File: config.mk
export PLATFORM = sky130hd
export DESIGN_NAME = packet_fifo
export DESIGN_NICKNAME = d
export VERILOG_FILES = /design/src/rtl/router_pkg.sv /design/src/rtl/packet_fifo_mem.sv /design/src/rtl/packet_fifo.sv
export SDC_FILE = /design/constraint.sdc
export NUM_CORES = 1
export LEC_CHECK = 0
export BUFFER_PORTS_ARGS = -buffer_cell sky130_fd_sc_hd__buf_2
export CAP_MARGIN = 20
export CORE_ASPECT_RATIO = 0.8
export CORE_UTILIZATION = 45
export DETAILED_ROUTE_END_ITERATION = 10
export PLACE_DENSITY_LB_ADDON = 0.3
export SLEW_MARGIN = 20
export SYNTH_ARGS = -nofsm -noshare
export SYNTH_HDL_FRONTEND = slang
export SYNTH_SLANG_ARGS = --single-unit
File: constraint.sdc
create_clock -name clk -period 3.1 [get_ports clk]
set_input_delay 0 -clock clk [delete_from_list [all_inputs] [get_ports clk]]
set_output_delay 0 -clock clk [all_outputs]
set_load 0.005 [all_outputs]
File: src/rtl/router_pkg.sv
// Shared router definitions: byte width default, packet FIFO write-FSM
// state encoding and the wrapping pointer increment.
package router_pkg;

  localparam int UWIDTH_DEF = 8;

  typedef enum logic [1:0] {
    W_IDLE = 2'd0,
    W_FILL = 2'd1,
    W_DROP = 2'd2
  } wstate_t;

  // Increment a slot pointer, wrapping from 'last' back to zero so that
  // non-power-of-two depths work.
  function automatic logic [7:0] ptr_inc_wrap(input logic [7:0] ptr,
                                              input logic [7:0] last);
    return (ptr == last) ? 8'd0 : ptr + 8'd1;
  endfunction

endpackage

File: src/rtl/packet_fifo_mem.sv
// Packet slot storage: DEPTH slots of WIDTH bytes plus a per-slot
// last-byte index. Synchronous write, asynchronous read; contents are
// never cleared.
module packet_fifo_mem
  import router_pkg::*;
#(
  parameter int DEPTH     = 3,
  parameter int WIDTH     = 11,
  parameter int UWIDTH    = UWIDTH_DEF,
  parameter int PTR_SZ    = 2,
  parameter int PTR_IN_SZ = 4
) (
  input  logic                 clk,
  input  logic                 i_wr_en,
  input  logic [PTR_SZ-1:0]    i_waddr,
  input  logic [PTR_IN_SZ-1:0] i_widx,
  input  logic [UWIDTH-1:0]    i_wdata,
  input  logic                 i_len_en,
  input  logic [PTR_IN_SZ-1:0] i_len,
  input  logic [PTR_SZ-1:0]    i_raddr,
  input  logic [PTR_IN_SZ-1:0] i_ridx,
  output logic [UWIDTH-1:0]    o_rdata,
  output logic [PTR_IN_SZ-1:0] o_rlen
);

  logic [UWIDTH-1:0]    r_mem [DEPTH][WIDTH];
  logic [PTR_IN_SZ-1:0] r_len [DEPTH];

  // Byte and length writes on the rising edge
  always_ff @(posedge clk) begin
    if (i_wr_en) r_mem[i_waddr][i_widx] <= i_wdata;
    if (i_len_en) r_len[i_waddr] <= i_len;
  end

  assign o_rdata = r_mem[i_raddr][i_ridx];
  assign o_rlen  = r_len[i_raddr];

endmodule

File: src/rtl/packet_fifo.sv
// Packet FIFO for router ports: whole packets become readable only once
// their last byte commits; over-length and aborted packets are dropped.
module packet_fifo
  import router_pkg::*;
#(
  parameter int DEPTH     = 3,
  parameter int WIDTH     = 11,
  parameter int UWIDTH    = UWIDTH_DEF,
  parameter int PTR_SZ    = 2,
  parameter int PTR_IN_SZ = 4
) (
  input  logic              clk,
  input  logic              rst,
  input  logic              wr_valid,
  output logic              wr_ready,
  input  logic [UWIDTH-1:0] wr_data,
  input  logic              wr_last,
  input  logic              wr_abort,
  output logic              rd_valid,
  input  logic              rd_ready,
  output logic [UWIDTH-1:0] rd_data,
  output logic              rd_last,
  output logic [PTR_SZ:0]   count,
  output logic              full,
  output logic              empty,
  output logic              drop
);

  localparam logic [PTR_SZ:0]    L_DEPTH     = (PTR_SZ+1)'(DEPTH);
  localparam logic [PTR_SZ-1:0]  L_LAST_SLOT = PTR_SZ'(DEPTH - 1);
  localparam logic [PTR_IN_SZ-1:0] L_LAST_IDX = PTR_IN_SZ'(WIDTH - 1);

  wstate_t              r_state;
  logic [PTR_SZ-1:0]    r_waddr, r_raddr;
  logic [PTR_IN_SZ-1:0] r_waddr_in, r_raddr_in;
  logic [PTR_SZ:0]      r_count;
  logic                 r_drop;

  logic                 w_wr_acc, w_abort, w_store, w_commit, w_release;
  logic [UWIDTH-1:0]    w_rdata;
  logic [PTR_IN_SZ-1:0] w_rlen;
  logic [PTR_SZ-1:0]    w_waddr_nxt, w_raddr_nxt;

  assign full  = (r_count == L_DEPTH);
  assign empty = (r_count == '0);
  assign count = r_count;
  assign drop  = r_drop;

  // A slot is only reserved once W_FILL is entered, so only W_IDLE can stall
  assign wr_ready = !rst && ((r_state == W_IDLE) ? !full : 1'b1);
  assign w_wr_acc = wr_valid && wr_ready;
  assign w_abort  = (r_state == W_FILL) && wr_abort;
  assign w_store  = w_wr_acc && !w_abort && (r_state != W_DROP);
  assign w_commit = w_store && wr_last;

  assign rd_valid  = !rst && !empty;
  assign rd_data   = w_rdata;
  assign rd_last   = (r_raddr_in == w_rlen);
  assign w_release = rd_valid && rd_ready && rd_last;

  assign w_waddr_nxt = PTR_SZ'(ptr_inc_wrap(8'(r_waddr), 8'(L_LAST_SLOT)));
  assign w_raddr_nxt = PTR_SZ'(ptr_inc_wrap(8'(r_raddr), 8'(L_LAST_SLOT)));

  packet_fifo_mem #(
    .DEPTH    (DEPTH),
    .WIDTH    (WIDTH),
    .UWIDTH   (UWIDTH),
    .PTR_SZ   (PTR_SZ),
    .PTR_IN_SZ(PTR_IN_SZ)
  ) u_mem (
    .clk     (clk),
    .i_wr_en (w_store),
    .i_waddr (r_waddr),
    .i_widx  (r_waddr_in),
    .i_wdata (wr_data),
    .i_len_en(w_commit),
    .i_len   (r_waddr_in),
    .i_raddr (r_raddr),
    .i_ridx  (r_raddr_in),
    .o_rdata (w_rdata),
    .o_rlen  (w_rlen)
  );

  // Write FSM: fill a slot, commit on last, drop on overflow or abort
  always_ff @(posedge clk) begin
    if (rst) begin
      r_state    <= W_IDLE;
      r_waddr    <= '0;
      r_waddr_in <= '0;
      r_drop     <= 1'b0;
    end else begin
      r_drop <= 1'b0;
      case (r_state)
        W_IDLE: begin
          if (w_store) begin
            if (wr_last) begin
              r_waddr <= w_waddr_nxt;
            end else begin
              r_waddr_in <= PTR_IN_SZ'(1);
              r_state    <= W_FILL;
            end
          end
        end
        W_FILL: begin
          if (w_abort) begin
            r_waddr_in <= '0;
            r_drop     <= 1'b1;
            r_state    <= W_IDLE;
          end else if (w_store) begin
            if (wr_last) begin
              r_waddr    <= w_waddr_nxt;
              r_waddr_in <= '0;
              r_state    <= W_IDLE;
            end else if (r_waddr_in == L_LAST_IDX) begin
              r_waddr_in <= '0;
              r_drop     <= 1'b1;
              r_state    <= W_DROP;
            end else begin
              r_waddr_in <= r_waddr_in + 1'b1;
            end
          end
        end
        W_DROP: begin
          if (w_wr_acc && wr_last) r_state <= W_IDLE;
        end
        default: r_state <= W_IDLE;
      endcase
    end
  end

  // Read pointers and committed-packet count
  always_ff @(posedge clk) begin
    if (rst) begin
      r_raddr    <= '0;
      r_raddr_in <= '0;
      r_count    <= '0;
    end else begin
      if (rd_valid && rd_ready) begin
        if (rd_last) begin
          r_raddr_in <= '0;
          r_raddr    <= w_raddr_nxt;
        end else begin
          r_raddr_in <= r_raddr_in + 1'b1;
        end
      end
      case ({w_commit, w_release})
        2'b10:   r_count <= r_count + 1'b1;
        2'b01:   r_count <= r_count - 1'b1;
        default: r_count <= r_count;
      endcase
    end
  end

  a_count_range: assert property (@(posedge clk) disable iff (rst) r_count <= L_DEPTH);

endmodule
==> results of run 1 <==
routing by layer:
metal | share of wire | track usage | vias up
met3 | 0.062 | 0.0386 | 41
li1 | - | - | 3092
met1 | 0.45 | 0.287 | 3455
met4 | 0.021 | 0.0492 | 0
met2 | 0.47 | 0.314 | 212
met5 | 0 | 0 | -
through the flow:
step                      cell area, µm²  hold slack (ps)   util  setup WS (ps)
after detailed placement           12900              369  0.486            375
after floorplan                    12200             98.9      -            573
after global routing               13900             38.8  0.526           51.1
after CTS                          13900             5.74  0.526            222
after global placement             12900              367  0.486            460
final                              13900             15.1  0.526            131
registers in the layout, indices dropped and copies added, names as in the netlist, named ones only:
| name | flops |
|---|---|
| r_waddr_in | 4 |
| drop | 1 |
| r_waddr | 2 |
| count | 3 |
| u_mem.r_mem | 264 |
| r_raddr | 2 |
| r_state | 2 |
| u_mem.r_len | 12 |
| r_raddr_in | 4 |
area by class of cell:
type | instances | area (µm²) | area share
Inverter | 13 | 50.0 | 0.00360
Sequential cell | 296 | 8700 | 0.625
Clock buffer | 35 | 791 | 0.0568
Clock inverter | 19 | 176 | 0.0127
Timing Repair Buffer | 78 | 556 | 0.0399
Tap cell | 357 | 447 | 0.0321
Multi-Input combinational cell | 401 | 3200 | 0.230
repair_timing:
action / 4_1_cts / 5_1_grt
gates resized for setup: 1 / 0
setup endpoints to repair: 1 / 0
endpoints found under the hold margin: 34 / 0
hold buffers: 8 / 0
Yosys cell counts (3+ instances only):
| cell | number | area (µm²) |
|---|---|---|
| o21ai_1 | 3 | 15.0 |
| inv_1 | 12 | 45.0 |
| mux2_2 | 15 | 169 |
| nor3_1 | 9 | 45.0 |
| buf_6 | 4 | 45.0 |
| a21oi_1 | 30 | 150 |
| nor2_1 | 63 | 236 |
| buf_1 | 3 | 11.3 |
| a211o_1 | 6 | 52.6 |
| o32ai_1 | 3 | 26.3 |
| a221o_1 | 4 | 40.0 |
| o22ai_1 | 5 | 31.3 |
| nand2b_1 | 13 | 81.3 |
| mux4_1 | 8 | 210 |
| o21ai_0 | 27 | 135 |
| clkbuf_1 | 15 | 56.3 |
| or3_1 | 3 | 18.8 |
| o211ai_1 | 16 | 120 |
| a211oi_1 | 3 | 22.5 |
| nand4_1 | 7 | 43.8 |
| nor2b_1 | 17 | 106 |
| and3_1 | 6 | 37.5 |
| mux2i_1 | 45 | 450 |
| nand2_1 | 45 | 169 |
| nand3_1 | 9 | 45.0 |
| dfxtp_1 | 20 | 400 |
| buf_2 | 7 | 35.0 |
| buf_4 | 9 | 67.6 |
| edfxtp_1 | 276 | 8290 |
| mux4_2 | 30 | 676 |
critical path: cells and delay by family (launching register included):
family	cells	cell delay (ps)
buffers and inverters	3	780
AO/OA/AOI/OAI	2	670
AND/OR/NAND/NOR	2	570
flip-flops	1	370
final timing paths:
kind                                  endpoint  slack, ps
setup / recovery                    rd_data[1]        130
hold / removal    u_mem.r_mem[1][28]$_DFFE_PP_         20
setup reg to reg         count[2]$_SDFFE_PP0P_        320
hold reg to reg                      flip-flop        500
report_power, final:
part	internal [µW]	switching (µW)
Sequential	4390	23.3
Combinational	103	192
Clock	2070	1470
Total	6560	1680
logic make-up after synthesis:
family                   count (synthesis)  share of synthesized area
flip-flops                             296                      0.713
XOR/XNOR                                 3                    0.00216
adder cells (fa/ha/maj)                  3                    0.00369
buffers and inverters                   53                     0.0249
AO/OA/AOI/OAI                          114                     0.0613
multiplexers                            98                      0.123
AND/OR/NAND/NOR                        183                     0.0717
==> qor.yml, run 1 <==
floorplanning:
  dieArea_mm2: 0.0278
  die-height_um: 149
  rows: 53
  io_pins: 31
  start_util: 0.461
  core-area_mm2: 0.0265
  die_w_um: 186
placed_design:
  io_buffers: 30
  hpwlAfterDp_um: 16500
  dp.cells: 1137
  routabilityCongestion: 0.860
grt:
  grt_max_degree: 88
  antenna_found_initial: 0
  grt_pass1_vias: 6690
  grtUsageTotal: 0.200
  grt_pass1_wl_um: 40900
  grt_overflow: 0
hold_path:
  hold_depth: 1
  holdCritStartpoint: "wr_data[4]"
  min_path_type: "in2reg"
setup_path:
  max_stage_delay_ps: 440
  endpoint_kind: "output port"
  worst_r2r_path_depth: 10
  critical_path_arrival_ps: 2970
  worstPathRequired_ps: 3100
  crit_path_top_delay_cell: "o21ai_0"
  path_cells: "buf_4, clkinv_2, nor2_1, nand2_1, o21ai_0, a221o_1, buf_2"
  cp-startpoint: "r_raddr_in[1]$_SDFFE_PP0P_"
  worstSetupPathType: "reg2out"
  path_max_fanout: 27
  cp-start-kind: "flip-flop"
timing:
  relSlewSlack: 0.443
  period_minus_slack_ps: 2970
  tightest_slew_ps: 836
  fin_skew_ps: 13.0
  slew_violations: 0
  hold_violations: 0
  fin_tns_setup_ps: 0
  rsz0062_at_grt: "false"
  setup_viol: 0
  min_period_over_period: 0.958
  fmax_mhz: 337
clock_tree:
  clkSlewWorstSetupHoldPaths_ps: 60
  clkLatencyLatePin_ps: 560
  cts_num_sinks: 296
  cts_root_buffer: "clkbuf_16"
  clock_path_buffers: 3
  cts_buffers: 30
  cts_tree: "built"
  htreeDepth: 1
  post-cts-setup-buffers: 0
cells_and_area:
  diodes: 0
  areaGrowthSynthToFinish_pct: 14.1
  nets: 837
  layout_common_cells: "edfxtp_1, nor2_1, mux2i_1, nand2_1, buf_4"
  drive_gt1_frac: 0.201
  fillers: 2101
  post_layout_nonfiller_instances: 1199
  layout_commonest_cell: "edfxtp_1"
synth:
  ys_seq_elements: 296
  ys_warn_count: 0
  synth_cells: 750
  mappedNetlistNets: 767
  synth_edf_count: 276
  yosysSeqAreaShare: 0.713
  synth-main-ff-cell: "edfxtp_1"
  synthArstFlopShare: 0
  syn_area_per_cell_um2: 16.3
  syn-cell-area_mm2: 0.0122
  synth.distinct_cells: 57
status:
  run_status: "finished, final reports clean"
drt:
  drt-initial-drc-count: 495
  wl_per_cell_um: 22.1
  drc_errors: 0
  routed_wl_um: 26500
  drtPass1Iterations: 5
  antenna_left: 0
  dr_total_vias: 6800
  viasPerCell: 5.67
pwr:
  power.leakage_uw: 0.00441
  design_power_total_uw: 8240
  vdd_drop_max_v: 0.000447
  power_density_mw_per_mm2: 592
flow_run:
  max-cap-violations: 0
(Power assumes the default switching activity.)
==> run 2, diff against run 1 <==
--- a/config.mk
+++ b/config.mk
@@ -9,8 +9,10 @@
 export CAP_MARGIN = 20
 export CORE_ASPECT_RATIO = 0.8
 export CORE_UTILIZATION = 45
+export CTS_CLUSTER_DIAMETER = 120
 export DETAILED_ROUTE_END_ITERATION = 10
 export PLACE_DENSITY_LB_ADDON = 0.3
+export RECOVER_POWER = 50
 export SLEW_MARGIN = 20
 export SYNTH_ARGS = -nofsm -noshare
 export SYNTH_HDL_FRONTEND = slang
==> constraint.sdc (replaced) <==
create_clock -name clk -period 3.9 [get_ports clk]
set_input_delay 0 -clock clk [delete_from_list [all_inputs] [get_ports clk]]
set_output_delay 0 -clock clk [all_outputs]
set_load 0.005 [all_outputs]
==> run 2 against run 1 <==
  * The run now ends with capacitance limit, slew limit left
  * Largest cell class unchanged
  * Sequential power is 20% lower
  * Clock power is 24% lower
  * Sequential share of layout area is 1.7 points higher
  * Design area is 2.7% lower
  * Largest power group unchanged
  * Utilization is 1.4 points lower
  * Critical path depth stayed put
  * Highest routed layer is now met5
  * Worst setup slack better by 400 ps
  * Die area stayed put
  * Cell count is 3.1% lower
  * Critical path type unchanged
  * Combinational power is 24% lower
  * Power is 22% lower
  * Via count is 0.12% lower
==> qor.yml, run 2 (synthesis gave the netlist of run 1 again) <==
pwr:
  power_density_mw_per_mm2: 474
  clkPwrFrac: 0.418
  power.leakage_uw: 0.00416
  p_int_uw: 5120
  power.switching_uw: 1310
  swShare: 0.203
  p_comb_frac: 0.035
  vdd_drop_max_v: 0.000414
  pwr-share-seq: 0.547
grt:
  grt_max_degree: 81
  antenna_found_initial: 1
  grtUsageTotal: 0.200
  grt_overflow: 0
  grt_pass1_vias: 6872
  grt_pass1_wl_um: 40700
placed_design:
  hpwlAfterDp_um: 16700
  routabilityCongestion: 0.836
  io_buffers: 30
  place_ws_ps: 1020
status:
  run_status: "complete, but fails checks"
  violations: "capacitance limit, slew limit"
flow_run:
  max-cap-violations: 7
cells_and_area:
  drive_gt1_frac: 0.147
  diodes: 0
  fillers: 2115
  layout_common_cells: "edfxtp_1, nor2_1, mux2i_1, nand2_1"
  reg.largest.list: "u_mem.r_mem (264), u_mem.r_len (12)"
  areaGrowthSynthToFinish_pct: 11.1
  nets: 802
  fin_util: 0.512
  largest_reg_flops: 264
  layout_commonest_cell: "edfxtp_1"
  largest-register: "u_mem.r_mem"
clock_tree:
  clkSlewWorstSetupHoldPaths_ps: 60
  post-cts-setup-buffers: 0
  cts_tree: "built"
  clkLatencyLatePin_ps: 550
  cts_root_buffer: "clkbuf_16"
  cts_buffers: 29
  clock_path_buffers: 3
  cts_num_sinks: 296
  htreeDepth: 1
setup_path:
  worstPathRequired_ps: 3900
  worstSetupPathType: "reg2out"
  worst_r2r_path_depth: 10
  cp-start-kind: "flip-flop"
  endpoint_kind: "output port"
  r2r_slack_ps: 720
  critical_path_arrival_ps: 3370
  r2r-end: "count[2]$_SDFFE_PP0P_"
  path_max_fanout: 48
drt:
  drtPass1Iterations: 5
  dr_total_vias: 6792
  drt-initial-drc-count: 757
  drc_errors: 0
  antenna_left: 0
  routed_wl_um: 26900
  wl_per_cell_um: 23.2
  viasPerCell: 5.85
hold_path:
  whs_endpoint: "r_waddr[0]$_SDFFE_PP0P_"
  holdCritStartpoint: "rst"
  hold_depth: 3
  min_path_type: "in2reg"
floorplanning:
  io_pins: 31
  die-height_um: 149
  die_w_um: 186
  core-area_mm2: 0.0265
  start_util: 0.461
  rows: 53
  dieArea_mm2: 0.0278
timing:
  fin_tns_setup_ps: 0
  fin_ws_ps: 532
  fin_skew_ps: 20.6
  fmax_mhz: 297
  hold_violations: 0
  min_period_over_period: 0.863
  period_minus_slack_ps: 3370
  slew_violations: 203
  tightest_slew_ps: 1710
  relSlewSlack: -0.138
  setup_viol: 0
  rsz0062_at_grt: "false"
run 2: cell count changes in the layout (fill, tap and decap cells not counted), sizes merged:
cell / before / now
buf: 70 / 26
clkbuf: 35 / 46
clkinv: 16 / 14
dlygate4sd3: 8 / 6
clkinvlp: 1 / 0
inv: 12 / 13
run 2: critical path: stages, from the launching register on:
cell and delay (ps):
dfxtp_4 750, buf_4 700, mux2_2 410, a21oi_1 200, nor2b_1 200, nor3_1 70, a221o_1 330, buf_2 130
run 2: what timing repair did:
action / CTS / global route
hold endpoints to repair: 17 / 0
gates resized for setup: 0 / 0
hold buffers: 6 / 0
run 2: cell type report:
cell class | count | area (µm²) | area share
flip-flops and latches | 296 | 8700 | 0.642
repair buffers | 44 | 258 | 0.0190
inverters | 13 | 48.8 | 0.00360
multi-input cells | 401 | 3190 | 0.236
clock inverters | 17 | 154 | 0.0114
well taps | 357 | 447 | 0.0330
clock buffers | 34 | 744 | 0.0550
run 2: metal layers:
| layer | track usage | vias to the layer above | share of wire |
|---|---|---|---|
| met2 | 0.324 | 240 | 0.48 |
| met3 | 0.0444 | 50 | 0.073 |
| li1 | - | 3020 | - |
| met1 | 0.271 | 3480 | 0.42 |
| met4 | 0.0611 | 2 | 0.027 |
| met5 | 0 | - | 0.00048 |
run 2: stage by stage:
step | power [µW] | hold slack, ps | instances | area, µm²
floorplan | 3690 | 98.9 | 750 | 12200
finish | 6420 | 422 | 1162 | 13500
global route | 6590 | 445 | 1162 | 13500
detailed placement | 3800 | 377 | 1105 | 12600
CTS | 6460 | 21.5 | 1162 | 13600
global placement | 3780 | 375 | 1105 | 12600
run 2: worst max path at each step:
stage | start | endpoint | slack [ps] | cells after the start
detailed placement | flip-flop | count[2]$_SDFFE_PP0P_ | 1020 | 10
CTS | r_raddr_in[0]$_SDFFE_PP0P_ | rd_data[2] | 530 | 6
global route | r_raddr_in[0]$_SDFFE_PP0P_ | rd_data[5] | 360 | 7
global placement | flip-flop | count[2]$_SDFFE_PP0P_ | 1120 | 10
floorplan | flip-flop | count[2]$_SDFFE_PP0P_ | 1370 | 11
finish | r_raddr_in[0]$_SDFFE_PP0P_ | rd_data[0] | 530 | 7
run 2: power by group through the flow:
stage	clock network (µW)	logic (µW)	registers, µW
5_1_grt	2840	241	3510
3_3_place_gp	0	208	3580
4_1_cts	2720	225	3510
6_report	2680	223	3510
2_1_floorplan	0	128	3570
3_5_place_dp	0	219	3580
==> run 3, diff against run 2 <==
--- a/config.mk
+++ b/config.mk
@@ -8,6 +8,7 @@
 export BUFFER_PORTS_ARGS = -buffer_cell sky130_fd_sc_hd__buf_2
 export CAP_MARGIN = 20
 export CORE_ASPECT_RATIO = 0.8
+export CORE_MARGIN = 2
 export CORE_UTILIZATION = 45
 export CTS_CLUSTER_DIAMETER = 120
 export DETAILED_ROUTE_END_ITERATION = 10
==> run 3 against run 2 <==
  * Sequential share of layout area is 0.26 points lower
  * Largest power group unchanged
  * Worst hold slack worse by 360 ps
  * The flow still finishes with violations (capacitance limit, slew limit)
  * Sequential cell count stayed put
==> qor.yml, run 3 (synthesis gave the netlist of run 1 again) <==
status:
  run_status: "complete, but fails checks"
  violations: "capacitance limit, slew limit"
timing:
  fmax_mhz: 295
  hold_violations: 0
  fin_skew_ps: 14.8
  relSlewSlack: -0.129
  fin_ws_ps: 510
  fin_tns_setup_ps: 0
  setup_viol: 0
  rsz0062_at_grt: "false"
  period_minus_slack_ps: 3390
  tightest_slew_ps: 1690
  min_period_over_period: 0.869
  whs_ps: 56.8
  slew_violations: 272
clock_tree:
  clkSlewWorstSetupHoldPaths_ps: 60
  post-cts-setup-buffers: 0
  htreeDepth: 1
  clock_path_buffers: 3
  clkLatencyLatePin_ps: 540
  cts_root_buffer: "clkbuf_16"
  cts_buffers: 28
  cts_num_sinks: 296
  cts_tree: "built"
pwr:
  vdd_drop_max_v: 0.000445
  power.leakage_uw: 0.00418
  power_density_mw_per_mm2: 482
drt:
  drc_errors: 0
  antenna_left: 0
  dr_total_vias: 6711
  wl_per_cell_um: 22.7
  drtPass1Iterations: 5
  drt-initial-drc-count: 673
  routed_wl_um: 26400
  viasPerCell: 5.79
hold_path:
  min_path_type: "in2reg"
  holdCritStartpoint: "wr_valid"
grt:
  antenna_found_initial: 0
  grt_max_degree: 81
  grtUsageTotal: 0.190
  grt_pass1_wl_um: 40600
  grt_pass1_vias: 6715
  grt_overflow: 0
setup_path:
  max_stage_delay_ps: 840
  crit_path_top_delay_cell: "dfxtp_4"
  endpoint_kind: "output port"
  worstPathRequired_ps: 3900
  endpoint: "rd_data[0]"
  path_cells: "buf_4, mux4_2, o21ai_0, o22ai_1, a221o_1, buf_2"
  worstSetupPathType: "reg2out"
  cp-start-kind: "flip-flop"
  path_max_fanout: 51
  cp-startpoint: "r_raddr_in[0]$_SDFFE_PP0P_"
  r2r_slack_ps: 910
  r2r-end: "count[2]$_SDFFE_PP0P_"
  worst_r2r_path_depth: 9
  r2r-start: "r_raddr_in[0]$_SDFFE_PP0P_"
  critical_path_arrival_ps: 3390
cells_and_area:
  largest_reg_flops: 264
  post_layout_nonfiller_instances: 1160
  layout_common_cells: "edfxtp_1, nor2_1, mux2i_1, nand2_1"
  fin_util: 0.514
  diodes: 0
  nets: 799
  layout_commonest_cell: "edfxtp_1"
  areaGrowthSynthToFinish_pct: 11.5
  largest-register: "u_mem.r_mem"
  drive_gt1_frac: 0.152
  reg.largest.list: "u_mem.r_mem (264), u_mem.r_len (12)"
floorplanning:
  rows: 53
  io_pins: 31
  die_w_um: 188
  core-area_mm2: 0.0265
  start_util: 0.461
  dieArea_mm2: 0.0284
  die-height_um: 151
placed_design:
  io_buffers: 30
  routabilityCongestion: 0.812
  hpwlAfterDp_um: 16400
  place_ws_ps: 1040
  dp.cells: 1104
flow_run:
  max-cap-violations: 8
==> run 3: cell types whose count changed in the layout (fill, tap and decap cells not counted), sizes merged <==
cell | previous run | this run
clkinv | 14 | 9
clkbuf | 46 | 49
dlygate4sd3 | 6 | 5
bufinv | 3 | 4
inv | 13 | 12
clkinvlp | 0 | 1
==> run 3: worst min-delay path by stage <==
stage                                        endpoint  cells after the start
after global routing          r_state[1]$_SDFFE_PP0P_                      5
after CTS                     r_state[1]$_SDFFE_PP0P_                      5
after detailed placement                         drop                      1
after global placement          count[1]$_SDFFE_PP0P_                      2
after floorplan           u_mem.r_mem[0][0]$_DFFE_PP_                      0
final                         r_state[1]$_SDFFE_PP0P_                      5
==> run 3: area by class of cell <==
cell class | count | area (µm²)
inverter | 13 | 48.8
tap | 357 | 447
timing repair buffer | 42 | 240
multi-input combinational | 401 | 3190
sequential | 296 | 8700
fill | 2129 | 12900
clock buffer | 38 | 810
clock inverter | 13 | 163
==> run 3: repair_timing <==
| item | in CTS | in global routing |
|---|---|---|
| hold buffers | 5 | 0 |
| endpoints found under the hold margin | 14 | 0 |
| gates resized for setup | 0 | 0 |
==> run 3: worst max-delay path, delay by kind of cell (launching register included) <==
family / cells / cell delay [ps]
AO/OA/AOI/OAI: 3 / 800
flip-flops: 1 / 840
buffers and inverters: 2 / 750
multiplexers: 1 / 380
==> run 3: metal layers <==
layer,routed length (µm),GRT usage
met1,11600,0.267
met2,12400,0.312
met3,1750,0.0322
met4,552,0.0472
met5,0,0
==> run 3: per-stage QoR <==
step,total power [µW],cell area (µm²)
global route,6750,13600
detailed placement,3800,12600
finish,6560,13600
floorplan,3690,12200
global placement,3790,12600
CTS,6600,13600
==> run 3: power breakdown <==
group / leakage, µW / switching, µW / total [µW] / internal [µW]
Sequential: 0.00265 / 24.3 / 3520 / 3490
Combinational: 0.00106 / 146 / 220 / 74.5
Clock: 0.000477 / 1110 / 2820 / 1710
Total: 0.00418 / 1290 / 6560 / 5270
